### src/rtl/bsg_round_robin_1_to_n_credited_if.sv
// Handshake bundle between a single producer stream and the credited
// 1-to-N round-robin scheduler. The slave modport is the scheduler's view,
// the master modport is the view of whatever surrounds it.
interface bsg_round_robin_1_to_n_credited_if #(
    parameter int num_out_p    = 4,
    parameter int ptr_width_lp = 2
);
    logic                    valid_i;
    logic                    ready_and_o;
    logic [num_out_p-1:0]    valid_o;
    logic [num_out_p-1:0]    ready_and_i;
    logic [num_out_p-1:0]    credit_i;
    logic [num_out_p-1:0]    active_mask_i;
    logic [ptr_width_lp-1:0] ptr_o;
    logic                    credit_overflow_o;

    modport master (
        output valid_i, ready_and_i, credit_i, active_mask_i,
        input  ready_and_o, valid_o, ptr_o, credit_overflow_o
    );

    modport slave (
        input  valid_i, ready_and_i, credit_i, active_mask_i,
        output ready_and_o, valid_o, ptr_o, credit_overflow_o
    );
endinterface

### src/rtl/bsg_round_robin_1_to_n_credited.sv
// Credit-based strict round-robin steering of one valid/ready stream onto
// num_out_p channels. A stalled or credit-starved channel blocks the
// rotation rather than being skipped, so an n-to-1 collector walking the
// same mask recovers the original order.
module bsg_round_robin_1_to_n_credited #(
    parameter  int num_out_p    = 4,
    parameter  int credits_p    = 4,
    localparam int ptr_width_lp = (num_out_p > 1) ? $clog2(num_out_p) : 1,
    localparam int cnt_width_lp = $clog2(credits_p + 1)
) (
    input logic clk_i,
    input logic reset_n_i,
    bsg_round_robin_1_to_n_credited_if.slave bus
);

    localparam logic [cnt_width_lp-1:0] cnt_max_lp = cnt_width_lp'(credits_p);

    logic [ptr_width_lp-1:0] ptr_reg;
    logic [ptr_width_lp-1:0] ptr_next;
    logic [ptr_width_lp-1:0] eff;
    logic                    any_active;
    logic                    has_credit;
    logic                    xfer;
    logic [num_out_p-1:0]    cnt_nonzero;
    logic [num_out_p-1:0]    ovf_hit;
    logic [num_out_p-1:0]    onehot;
    logic                    overflow_reg;

    // (base + off) modulo num_out_p, valid for off in [0, num_out_p)
    function automatic logic [ptr_width_lp-1:0] wrap_idx(
        input logic [ptr_width_lp-1:0] base,
        input int                      off
    );
        int s;
        s = int'(base) + off;
        if (s >= num_out_p) s = s - num_out_p;
        return ptr_width_lp'(s);
    endfunction

    // Effective channel: first active index at or after ptr_reg (descending
    // scan so the smallest offset wins). Falls back to ptr_reg if none active.
    always_comb begin
        eff = ptr_reg;
        for (int k = num_out_p - 1; k >= 0; k--) begin
            if (bus.active_mask_i[wrap_idx(ptr_reg, k)]) eff = wrap_idx(ptr_reg, k);
        end
    end

    // Next pointer: first active index strictly after eff; with a single
    // active channel the scan finds nothing and the pointer stays on eff.
    always_comb begin
        ptr_next = eff;
        for (int k = num_out_p - 1; k >= 1; k--) begin
            if (bus.active_mask_i[wrap_idx(eff, k)]) ptr_next = wrap_idx(eff, k);
        end
    end

    assign any_active = |bus.active_mask_i;
    assign has_credit = cnt_nonzero[eff];

    // One-hot decode of the effective channel
    always_comb begin
        onehot      = '0;
        onehot[eff] = 1'b1;
    end

    // Outputs are gated by reset so the stream is cut the instant reset
    // asserts; valid_o deliberately does not look at ready_and_i.
    assign bus.valid_o     = (reset_n_i && bus.valid_i && any_active && has_credit) ? onehot : '0;
    assign bus.ready_and_o = reset_n_i & bus.ready_and_i[eff] & any_active & has_credit;
    assign bus.ptr_o       = eff;
    assign xfer            = bus.valid_i & bus.ready_and_o;

    // Pointer advances only on a completed transfer
    always_ff @(posedge clk_i or negedge reset_n_i) begin
        if (!reset_n_i) begin
            ptr_reg <= '0;
        end else if (xfer) begin
            ptr_reg <= ptr_next;
        end
    end

    genvar gi;
    generate
        for (gi = 0; gi < num_out_p; gi++) begin : gen_ch
            logic [cnt_width_lp-1:0] cnt_reg;
            logic                    send;

            assign send           = xfer && (eff == ptr_width_lp'(gi));
            assign cnt_nonzero[gi] = (cnt_reg != '0);
            assign ovf_hit[gi]     = bus.credit_i[gi] & ~send & (cnt_reg == cnt_max_lp);

            // Credit counter: a send and a return in the same cycle cancel;
            // a lone return saturates at the ceiling.
            always_ff @(posedge clk_i or negedge reset_n_i) begin
                if (!reset_n_i) begin
                    cnt_reg <= cnt_max_lp;
                end else if (bus.credit_i[gi] && !send) begin
                    if (cnt_reg != cnt_max_lp) cnt_reg <= cnt_reg + 1'b1;
                end else if (send && !bus.credit_i[gi]) begin
                    cnt_reg <= cnt_reg - 1'b1;
                end
            end
        end
    endgenerate

    // Sticky overflow flag, cleared only by reset
    always_ff @(posedge clk_i or negedge reset_n_i) begin
        if (!reset_n_i) begin
            overflow_reg <= 1'b0;
        end else if (|ovf_hit) begin
            overflow_reg <= 1'b1;
        end
    end

    assign bus.credit_overflow_o = overflow_reg;

endmodule

### src/flat_wrapper.sv
// flat-port wrapper written by rule: the top's interface ports become plain ports
module bsg_round_robin_1_to_n_credited_flat 
#(
    parameter  int num_out_p    = 4,
    parameter  int credits_p    = 4,
    localparam int ptr_width_lp = (num_out_p > 1) ? $clog2(num_out_p) : 1,
    localparam int cnt_width_lp = $clog2(credits_p + 1)
)
  (clk_i, reset_n_i, bus_valid_i, bus_ready_and_i, bus_credit_i, bus_active_mask_i, bus_ready_and_o, bus_valid_o, bus_ptr_o, bus_credit_overflow_o);
  bsg_round_robin_1_to_n_credited_if #(.num_out_p(num_out_p), .ptr_width_lp(2)) bus_i ();
  input logic clk_i;
  input logic reset_n_i;
  input wire logic [$bits(bus_i.valid_i)-1:0] bus_valid_i;
  input wire logic [$bits(bus_i.ready_and_i)-1:0] bus_ready_and_i;
  input wire logic [$bits(bus_i.credit_i)-1:0] bus_credit_i;
  input wire logic [$bits(bus_i.active_mask_i)-1:0] bus_active_mask_i;
  output wire logic [$bits(bus_i.ready_and_o)-1:0] bus_ready_and_o;
  output wire logic [$bits(bus_i.valid_o)-1:0] bus_valid_o;
  output wire logic [$bits(bus_i.ptr_o)-1:0] bus_ptr_o;
  output wire logic [$bits(bus_i.credit_overflow_o)-1:0] bus_credit_overflow_o;
  assign bus_i.valid_i = bus_valid_i;
  assign bus_i.ready_and_i = bus_ready_and_i;
  assign bus_i.credit_i = bus_credit_i;
  assign bus_i.active_mask_i = bus_active_mask_i;
  assign bus_ready_and_o = bus_i.ready_and_o;
  assign bus_valid_o = bus_i.valid_o;
  assign bus_ptr_o = bus_i.ptr_o;
  assign bus_credit_overflow_o = bus_i.credit_overflow_o;
  bsg_round_robin_1_to_n_credited #(.num_out_p(num_out_p), .credits_p(credits_p)) u_core (.clk_i(clk_i), .reset_n_i(reset_n_i), .bus(bus_i));
endmodule
### config.mk
export PLATFORM = sky130hd
export DESIGN_NAME = bsg_round_robin_1_to_n_credited_flat
export DESIGN_NICKNAME = d
export VERILOG_FILES = /design/src/rtl/bsg_round_robin_1_to_n_credited_if.sv /design/src/rtl/bsg_round_robin_1_to_n_credited.sv /design/src/flat_wrapper.sv
export SDC_FILE = /design/constraint.sdc
export NUM_CORES = 1
export LEC_CHECK = 0
export ABC_AREA = 1
export CORE_MARGIN = 2
export CORE_UTILIZATION = 40
export CTS_CLUSTER_SIZE = 20
export DETAILED_ROUTE_END_ITERATION = 6
export PLACE_DENSITY_LB_ADDON = 0.1
export SKIP_LAST_GASP = 1
export SYNTH_ARGS = -nofsm -noshare
export SYNTH_HDL_FRONTEND = slang
export SYNTH_SLANG_ARGS = --single-unit
### constraint.sdc
create_clock -name clk_i -period 6.4 [get_ports clk_i]
set_input_delay 1.28 -clock clk_i [delete_from_list [all_inputs] [get_ports clk_i]]
set_output_delay 1.28 -clock clk_i [all_outputs]
set_load 0.005 [all_outputs]
==> results of run 1 <==
[layout make-up]
type / instances / area, sq um
repair buffers: 23 / 228
clock inverters: 1 / 5.00
multi-input cells: 182 / 1040
flip-flops and latches: 15 / 380
well taps: 50 / 62.6
inverters: 40 / 158
clock buffers: 3 / 41.3
fillers: 406 / 2020
[cells by family (layout without fill, tap and decap cells)]
family | Yosys count | in the layout | share of synthesized area, %
and+or+nand+nor | 152 | 152 | 47.6
buffers and inverters | 43 | 67 | 12.1
AOI/OAI and AO/OA | 17 | 17 | 5.64
DFF | 15 | 15 | 23.5
adders and majority gates | 8 | 8 | 8.04
xor gates and xnor gates | 5 | 5 | 3.17
[cells in the mapped netlist (5+ instances only)]
library cell	number
sky130_fd_sc_hd__nand2_1	77
sky130_fd_sc_hd__inv_1	35
sky130_fd_sc_hd__nor2_1	21
sky130_fd_sc_hd__nand3_1	20
sky130_fd_sc_hd__dfrtp_1	11
sky130_fd_sc_hd__nand2_2	9
sky130_fd_sc_hd__nand3_2	6
sky130_fd_sc_hd__a21oi_1	5
sky130_fd_sc_hd__o21ai_0	5
[final timing paths]
kind / endpoint / from / depth (start not counted) / slack (ns)
max reg2reg: u_core.gen_ch[1].cnt_reg[2] / u_core.ptr_reg[0] / 21 / 3.34
max in group asynchronous: u_core.gen_ch[1].cnt_reg[2] / reset_n_i / 2 / 4.80
min in group asynchronous: u_core.gen_ch[0].cnt_reg[0] / reset_n_i / 2 / 1.35
max: bus_ready_and_o / bus_active_mask_i[1] / 16 / 1.40
min reg2reg: u_core.gen_ch[3].cnt_reg[2] / u_core.gen_ch[3].cnt_reg[2] / 2 / 0.47
min: u_core.gen_ch[3].cnt_reg[2] / u_core.gen_ch[3].cnt_reg[2] / 2 / 0.47
[placed cells by master (no fill, tap or decap), drive strengths merged]
cell / Yosys / layout
nor4: 2 / 2
nand4: 5 / 5
dfstp: 4 / 4
o21ai: 9 / 9
dfrtp: 11 / 11
clkbuf: 0 / 3
nor2: 22 / 22
xor2: 5 / 5
nand3: 28 / 28
clkdlybuf4s50: 0 / 22
clkinv: 0 / 1
nand2: 90 / 90
inv: 40 / 40
fa: 4 / 4
nand3b: 4 / 4
o21bai: 1 / 1
a21oi: 5 / 5
o22ai: 1 / 1
buf: 3 / 1
o211ai: 1 / 1
or2: 1 / 1
ha: 4 / 4
[metrics by stage]
step                      area, sq um  utilization (%)  setup WS [ns]  hold slack (ns)  power (mW)
after floorplan                  1620                -           2.59            0.449       0.834
after global placement           1870             47.5           1.41            0.457       0.992
after detailed placement         1870             47.5           1.40            0.463       0.994
after CTS                        1920             48.7           1.39            0.473        1.08
after global routing             1920             48.7           1.14            0.483        1.19
final                            1920             48.7           1.40            0.472        1.06
[worst max-delay path: stages]
cell and delay [ns]:
sky130_fd_sc_hd__clkdlybuf4s50_1 0.54, sky130_fd_sc_hd__inv_1 0.07, sky130_fd_sc_hd__nand2_1 0.09, sky130_fd_sc_hd__nand3_1 0.11, sky130_fd_sc_hd__nand2_1 0.09, sky130_fd_sc_hd__inv_1 0.04, sky130_fd_sc_hd__nand2_1 0.06, sky130_fd_sc_hd__nand2_2 0.06
sky130_fd_sc_hd__nand3_2 0.12, sky130_fd_sc_hd__nand2_4 0.14, sky130_fd_sc_hd__nand2_1 0.12, sky130_fd_sc_hd__nand2_1 0.05, sky130_fd_sc_hd__nand2_1 0.06, sky130_fd_sc_hd__nand2_1 0.05, sky130_fd_sc_hd__nor4_1 0.28, sky130_fd_sc_hd__clkdlybuf4s50_1 0.56
[report_power, final]
group,internal (mW),switching [mW]
Clock,0.0431,0.0354
Sequential,0.152,0.0603
Combinational,0.295,0.475
Total,0.489,0.570
[metal layers]
metal / share of wire [%] / wire [um]
met4: 0.38 / 13
met2: 47 / 1600
met5: 0 / 0
met3: 3.8 / 131
met1: 49 / 1680
==> summary.md, run 1 <==
| Metric | Value |
|---|---|
| Maximum number of buffers from clock root to sink | 2 |
| Drt via density | ~4.7 |
| Post-Synthesis Net Count | 263 |
| Post-synthesis sequential area ratio | between 20% and 30% |
| Fin. max-slew vios | 0 |
| Post-detail-place hpwl | 2790 um |
| Aggregate global-route resource usage | between 10% and 20% |
| Startpoint type of the worst setup path | primary input |
| Final Hold Fails | 0 |
| Cell Pwr Density | between 500 and 600 nW/um^2 |
| Number of instances in the synthesized netlist | between 200 and 250 |
| Count of hold-fix buffers inserted at cts | 0 |
| Clock tree from TritonCTS | built |
| Area of the core | 3940 sq um |
| Post-synth top area cell | sky130_fd_sc_hd__nand2_1 |
| Data required time of the worst path | about 5.1 ns |
| P&R area growth vs syn | 18.5% |
| Global Route met2 Usage | 27.1% |
| Combined area of all synthesized cells | approximately 1600 sq um |
| Pin count of the biggest net entering global routing | 17 |
| Highest ir drop seen on vdd | about 220 uV |
| Sink count of the clock tree | 15 |
| Maximum fanout encountered on the critical timing path | 16 |
| FP Rows | 23 |
| Final setup violation count | 0 |
| Post-synth cell types | 31 |
| RSZ-0062 raised after global routing | no |
| Share of the cycle needed by the critical path after routing | 78.1% |
| Crit path arrival time | 3.72 ns |
| Setup clock skew after layout | approximately 0.0016 ns |
| Effective utilization at floorplan | between 40% and 50% |
| Fraction of final layout cells with drive strength greater than 1 | 14.8% |
| Slew HR | a little over two thirds |
| Max cap viols | 0 |
| Number of remaining DRC errors | 0 |
| Met1 global-route usage | a little under a quarter |
| Iter 0 DRT Violations | slightly below 70 |
| Global-route wire length before repair | 5750 um |
| Total routed wirelength | 3430 um |
| Sum of overflow across all layers after global routing | 0 |
| Area share of the leading cell type in the synthesized netlist | between 10% and 20% |
| Main synth FF type | sky130_fd_sc_hd__dfrtp_1 |
| Synthesis-stage register bit count | 15 |
| Path type of the worst setup path | in2out |
| Number of setup buffers added after CTS | 0 |
| Synth area leaders | sky130_fd_sc_hd__nand2_1, sky130_fd_sc_hd__dfrtp_1, sky130_fd_sc_hd__inv_1 |
| Status | completed |
| Die Footprint | ~4600 sq um |
| Proportion of register bits with asynchronous set or reset after synthesis | between 90% and 100% |
| Number of top-level pins | 23 |
| Buffers on Ports | 22 |
| EDFF count, synth | 0 |
| Least-Margin Pin Slew | roughly 0.46 ns |
| Root Buffer Master | sky130_fd_sc_hd__clkbuf_8 |
| Busiest layer in global routing | met2 |
| Number of nets at the end of the flow | between 200 and 300 |
| Routability-driven placement congestion ratio | 0.807 |
| Vertical die dimension | ~68 um |
| Number of flip-flops under the largest register name | 12 |
| Number of placed cells counting well taps | 310 |
| Global-route met3 utilization | ~3.2% |
| Count of vias placed by the detailed router | between 1000 and 1500 |
| Remaining number of nets flagged by the antenna check after routing | 0 |
| Skew-Pair Late Insertion Delay | between 0.2 and 0.3 ns |
| Diodes inserted | 0 |
| Antenna violations before repair | 0 |
| Setup_tns | 0 ns |
| Number of gates resized after CTS | 0 |
| Syn_area_per_cell | ~6.7 sq um |
| Number of levels in the clock H-tree | 1 |
| Number of standard cells in the layout, taps in and fillers out | 314 |
| LEAKAGE | around 1 nW |
| Via count of the first global-routing pass | 1374 |
| Clock-pin slew reported for the worst setup and hold paths after clock tree synthesis | 0.06 ns |
| Critical path endpoint category | primary output |
| Die width | roughly 68 um |
| First-pass DRT Iterations | 4 |
| Post-layout min period | ~5.0 ns |
| Routed len/inst | roughly 11 um |
| Max frequency | ~0.20 GHz |
| YS warnings | 0 |
| Worst hold path type | reg2reg |
| Cts bufs inserted | 3 |
Power figures use the tool's default switching activity.
==> inputs of run 2 (changes only) <==
clock period = 5.2 ns   (was 6.4 ns; I/O delays follow)
==> run 2 against run 1 <==
Global-route usage up 0.67 points. First-iteration DRC count down 2.9%. Die area unchanged. Count of clock-buffer cells in the layout unchanged. Critical path depth unchanged. Core utilization unchanged. Largest cell class unchanged.
==> summary.md, run 2 (same netlist as run 1, synthesis figures left out) <==
| Metric | Value |
|---|---|
| Status | completed |
| Final core utilization | 48.7% |
| Maximum fanout encountered on the critical timing path | 16 |
| Number of placed cells counting well taps | 310 |
| Data required time of the worst path | about 4.2 ns |
| Switching share of total power | between 50% and 60% |
| Number of levels in the clock H-tree | 1 |
| Die Footprint | 4570 sq um |
| Worst hold path type | reg2reg |
| Library cell contributing the largest single delay on the critical path | sky130_fd_sc_hd__clkdlybuf4s50_1 |
| Post-layout min period | between 4 and 5 ns |
| Via count of the first global-routing pass | 1355 |
| Pin count of the biggest net entering global routing | 17 |
| Largest stage delay on the critical path | 0.56 ns |
| Root Buffer Master | sky130_fd_sc_hd__clkbuf_8 |
| Number of nets at the end of the flow | 288 |
| Comb power frac | between 70% and 80% |
| Bufs and invs on worst path | 5 |
| Sum of overflow across all layers after global routing | 0 |
| Proportion of power drawn by the clock network | about 7.3% |
| Most frequent cells in the layout | sky130_fd_sc_hd__nand2_1, sky130_fd_sc_hd__inv_1, sky130_fd_sc_hd__clkdlybuf4s50_1 |
| Antenna violations before repair | 0 |
| Part of the total power dissipated in sequential elements | roughly 20% |
| Share of the cycle needed by the critical path after routing | between 80 and 90% |
| Fraction of final layout cells with drive strength greater than 1 | 14.8% |
| Clock tree from TritonCTS | built |
| Max cap viols | 0 |
| Number of remaining DRC errors | 0 |
| Most common cell after layout, fill and taps aside | sky130_fd_sc_hd__nand2_1 |
| FP Rows | 23 |
| Cell type with the highest occurrence count on the critical path | sky130_fd_sc_hd__nand2_1 |
| Diodes inserted | 0 |
| Post-detail-place hpwl | between 2000 and 3000 um |
| Total net switching power | 0.704 mW |
| Post-route design area | around 1900 sq um |
| Global-route wire length before repair | ~6000 um |
| Placed inst area | between 1500 and 2000 sq um |
| Path type of the worst setup path | in2out |
| Fin. max-slew vios | 0 |
| Count of hold-fix buffers inserted at cts | 0 |
| Sink count of the clock tree | 15 |
| Final Hold Fails | 0 |
| Number of standard cells in the layout, taps in and fillers out | about 310 |
| Routability-driven placement congestion ratio | about 0.8 |
| Max frequency | ~0.22 GHz |
| Highest ir drop seen on vdd | 254 uV |
| Number of flip-flops under the largest register name | 12 |
| Maximum number of buffers from clock root to sink | 2 |
| Buffers on Ports | 22 |
| Worst-path cell chain | clkdlybuf4s50_1 > inv_1 > nand2_1 > nand3_1 > nand2_1 > inv_1 > nand2_1 > nand2_2 > nand3_2 > nand2_4 > nand2_1 > nand3_2 > nand2_1 > inv_2 > nor4_1 > clkdlybuf4s50_1 |
| Routed len/inst | ~11 um |
| Aggregate global-route resource usage | around 17% |
| Final setup violation count | 0 |
| Register-to-register path setup slack | 2.15 ns |
| Count of vias placed by the detailed router | approximately 1500 |
| Startpoint type of the worst setup path | primary input |
| First-pass DRT Iterations | 4 |
| Number of setup buffers added after CTS | 0 |
| Die width | about 68 um |
| Skew-Pair Late Insertion Delay | between 0.2 and 0.3 ns |
| Cell class contributing the biggest share of worst-path delay | buffers and inverters |
| LEAKAGE | about 0.99 nW |
| Vertical die dimension | roughly 68 um |
| Total routed wirelength | about 3400 um |
| Effective utilization at floorplan | around two fifths |
| Area of the core | 3940 sq um |
| Least-Margin Pin Slew | ~0.46 ns |
| Internal power component | 0.602 mW |
| RSZ-0062 raised after global routing | no |
| Remaining number of nets flagged by the antenna check after routing | 0 |
| Critical path endpoint category | primary output |
| Setup_tns | 0 ns |
| Slew HR | a little over two thirds |
| Number of gates resized after CTS | 0 |
| Drt via density | between 4 and 5 |
| Cts bufs inserted | 3 |
| P&R area growth vs syn | 18.5% |
| Number of top-level pins | 23 |
| Crit path arrival time | roughly 3.5 ns |
| Cell Pwr Density | between 600 and 700 nW/um^2 |
| Clock-pin slew reported for the worst setup and hold paths after clock tree synthesis | about 0.070 ns |
| Setup clock skew after layout | ~0.0044 ns |
| Total power consumption of the routed design | around 1.3 mW |
| Iter 0 DRT Violations | 66 |
==> run 2: cell counts in the layout (fill, tap and decap cells not counted) <==
No cell type changed its count.
==> run 2: layer usage <==
layer | vias up | GRT usage, % | share of wire (%)
li1 | 795 | - | -
met1 | 657 | 24.2 | 50
met2 | 18 | 27.5 | 47
met3 | 2 | 3.67 | 3.1
met4 | 0 | 1.79 | 0.18
met5 | - | 0 | 0
==> run 2: cell type report <==
type	instances	area, sq um
fill	402	2020
timing repair buffer	23	228
clock buffer	3	41.3
clock inverter	1	5.00
multi-input combinational	182	1040
inverter	40	158
tap	50	62.6
sequential	15	380
==> run 2: per-stage QoR <==
step | worst slack [ns] | hold slack [ns]
finish | 0.674 | 0.471
global route | 0.444 | 0.491
CTS | 0.650 | 0.475
detailed placement | 0.653 | 0.464
global placement | 0.691 | 0.458
floorplan | 1.87 | 0.449
==> run 2: worst paths after layout <==
check | to | startpoint | cells past startpoint
min | u_core.gen_ch[3].cnt_reg[2] | u_core.gen_ch[3].cnt_reg[2] | 2
max in group asynchronous | u_core.gen_ch[2].cnt_reg[2] | reset_n_i | 2
max reg2reg | u_core.gen_ch[1].cnt_reg[2] | u_core.ptr_reg[0] | 21
min in group asynchronous | u_core.ptr_reg[0] | reset_n_i | 2
max | bus_ready_and_o | bus_active_mask_i[1] | 16
min reg2reg | u_core.gen_ch[3].cnt_reg[2] | u_core.gen_ch[3].cnt_reg[2] | 2
==> run 2: worst reg2reg max path: stages, from the launching register on <==
cell and delay (ns):
sky130_fd_sc_hd__dfrtp_1 0.62, sky130_fd_sc_hd__nand2_1 0.15, sky130_fd_sc_hd__nand3_1 0.14, sky130_fd_sc_hd__nand2_1 0.06, sky130_fd_sc_hd__inv_1 0.05, sky130_fd_sc_hd__nand2_1 0.05, sky130_fd_sc_hd__nand2_2 0.07, sky130_fd_sc_hd__nand3_2 0.14
sky130_fd_sc_hd__nand2_4 0.20, sky130_fd_sc_hd__nand2_1 0.11, sky130_fd_sc_hd__nand3_2 0.08, sky130_fd_sc_hd__nand2_2 0.08, sky130_fd_sc_hd__nand2_4 0.12, sky130_fd_sc_hd__nor2_8 0.08, sky130_fd_sc_hd__a21oi_1 0.18, sky130_fd_sc_hd__inv_1 0.07
sky130_fd_sc_hd__fa_1 0.41, sky130_fd_sc_hd__inv_1 0.09, sky130_fd_sc_hd__nand4_1 0.09, sky130_fd_sc_hd__nand3_1 0.10, sky130_fd_sc_hd__nand2_1 0.05, sky130_fd_sc_hd__inv_1 0.06
==> run 2: power groups by stage <==
stage / clock (mW) / sequential (mW) / combinational [mW]
2_1_floorplan: 0 / 0.237 / 0.790
3_3_place_gp: 0 / 0.265 / 0.955
3_5_place_dp: 0 / 0.264 / 0.960
4_1_cts: 0.0986 / 0.263 / 0.964
5_1_grt: 0.104 / 0.278 / 1.09
6_report: 0.0953 / 0.262 / 0.949
==> inputs of run 3 (changes only) <==
GPL_ROUTABILITY_DRIVEN = 0   (was not set)
TNS_END_PERCENT = 100   (was not set)
==> results of run 3 <==
The final DEF is identical to that of run 2; final timing and power are the same.
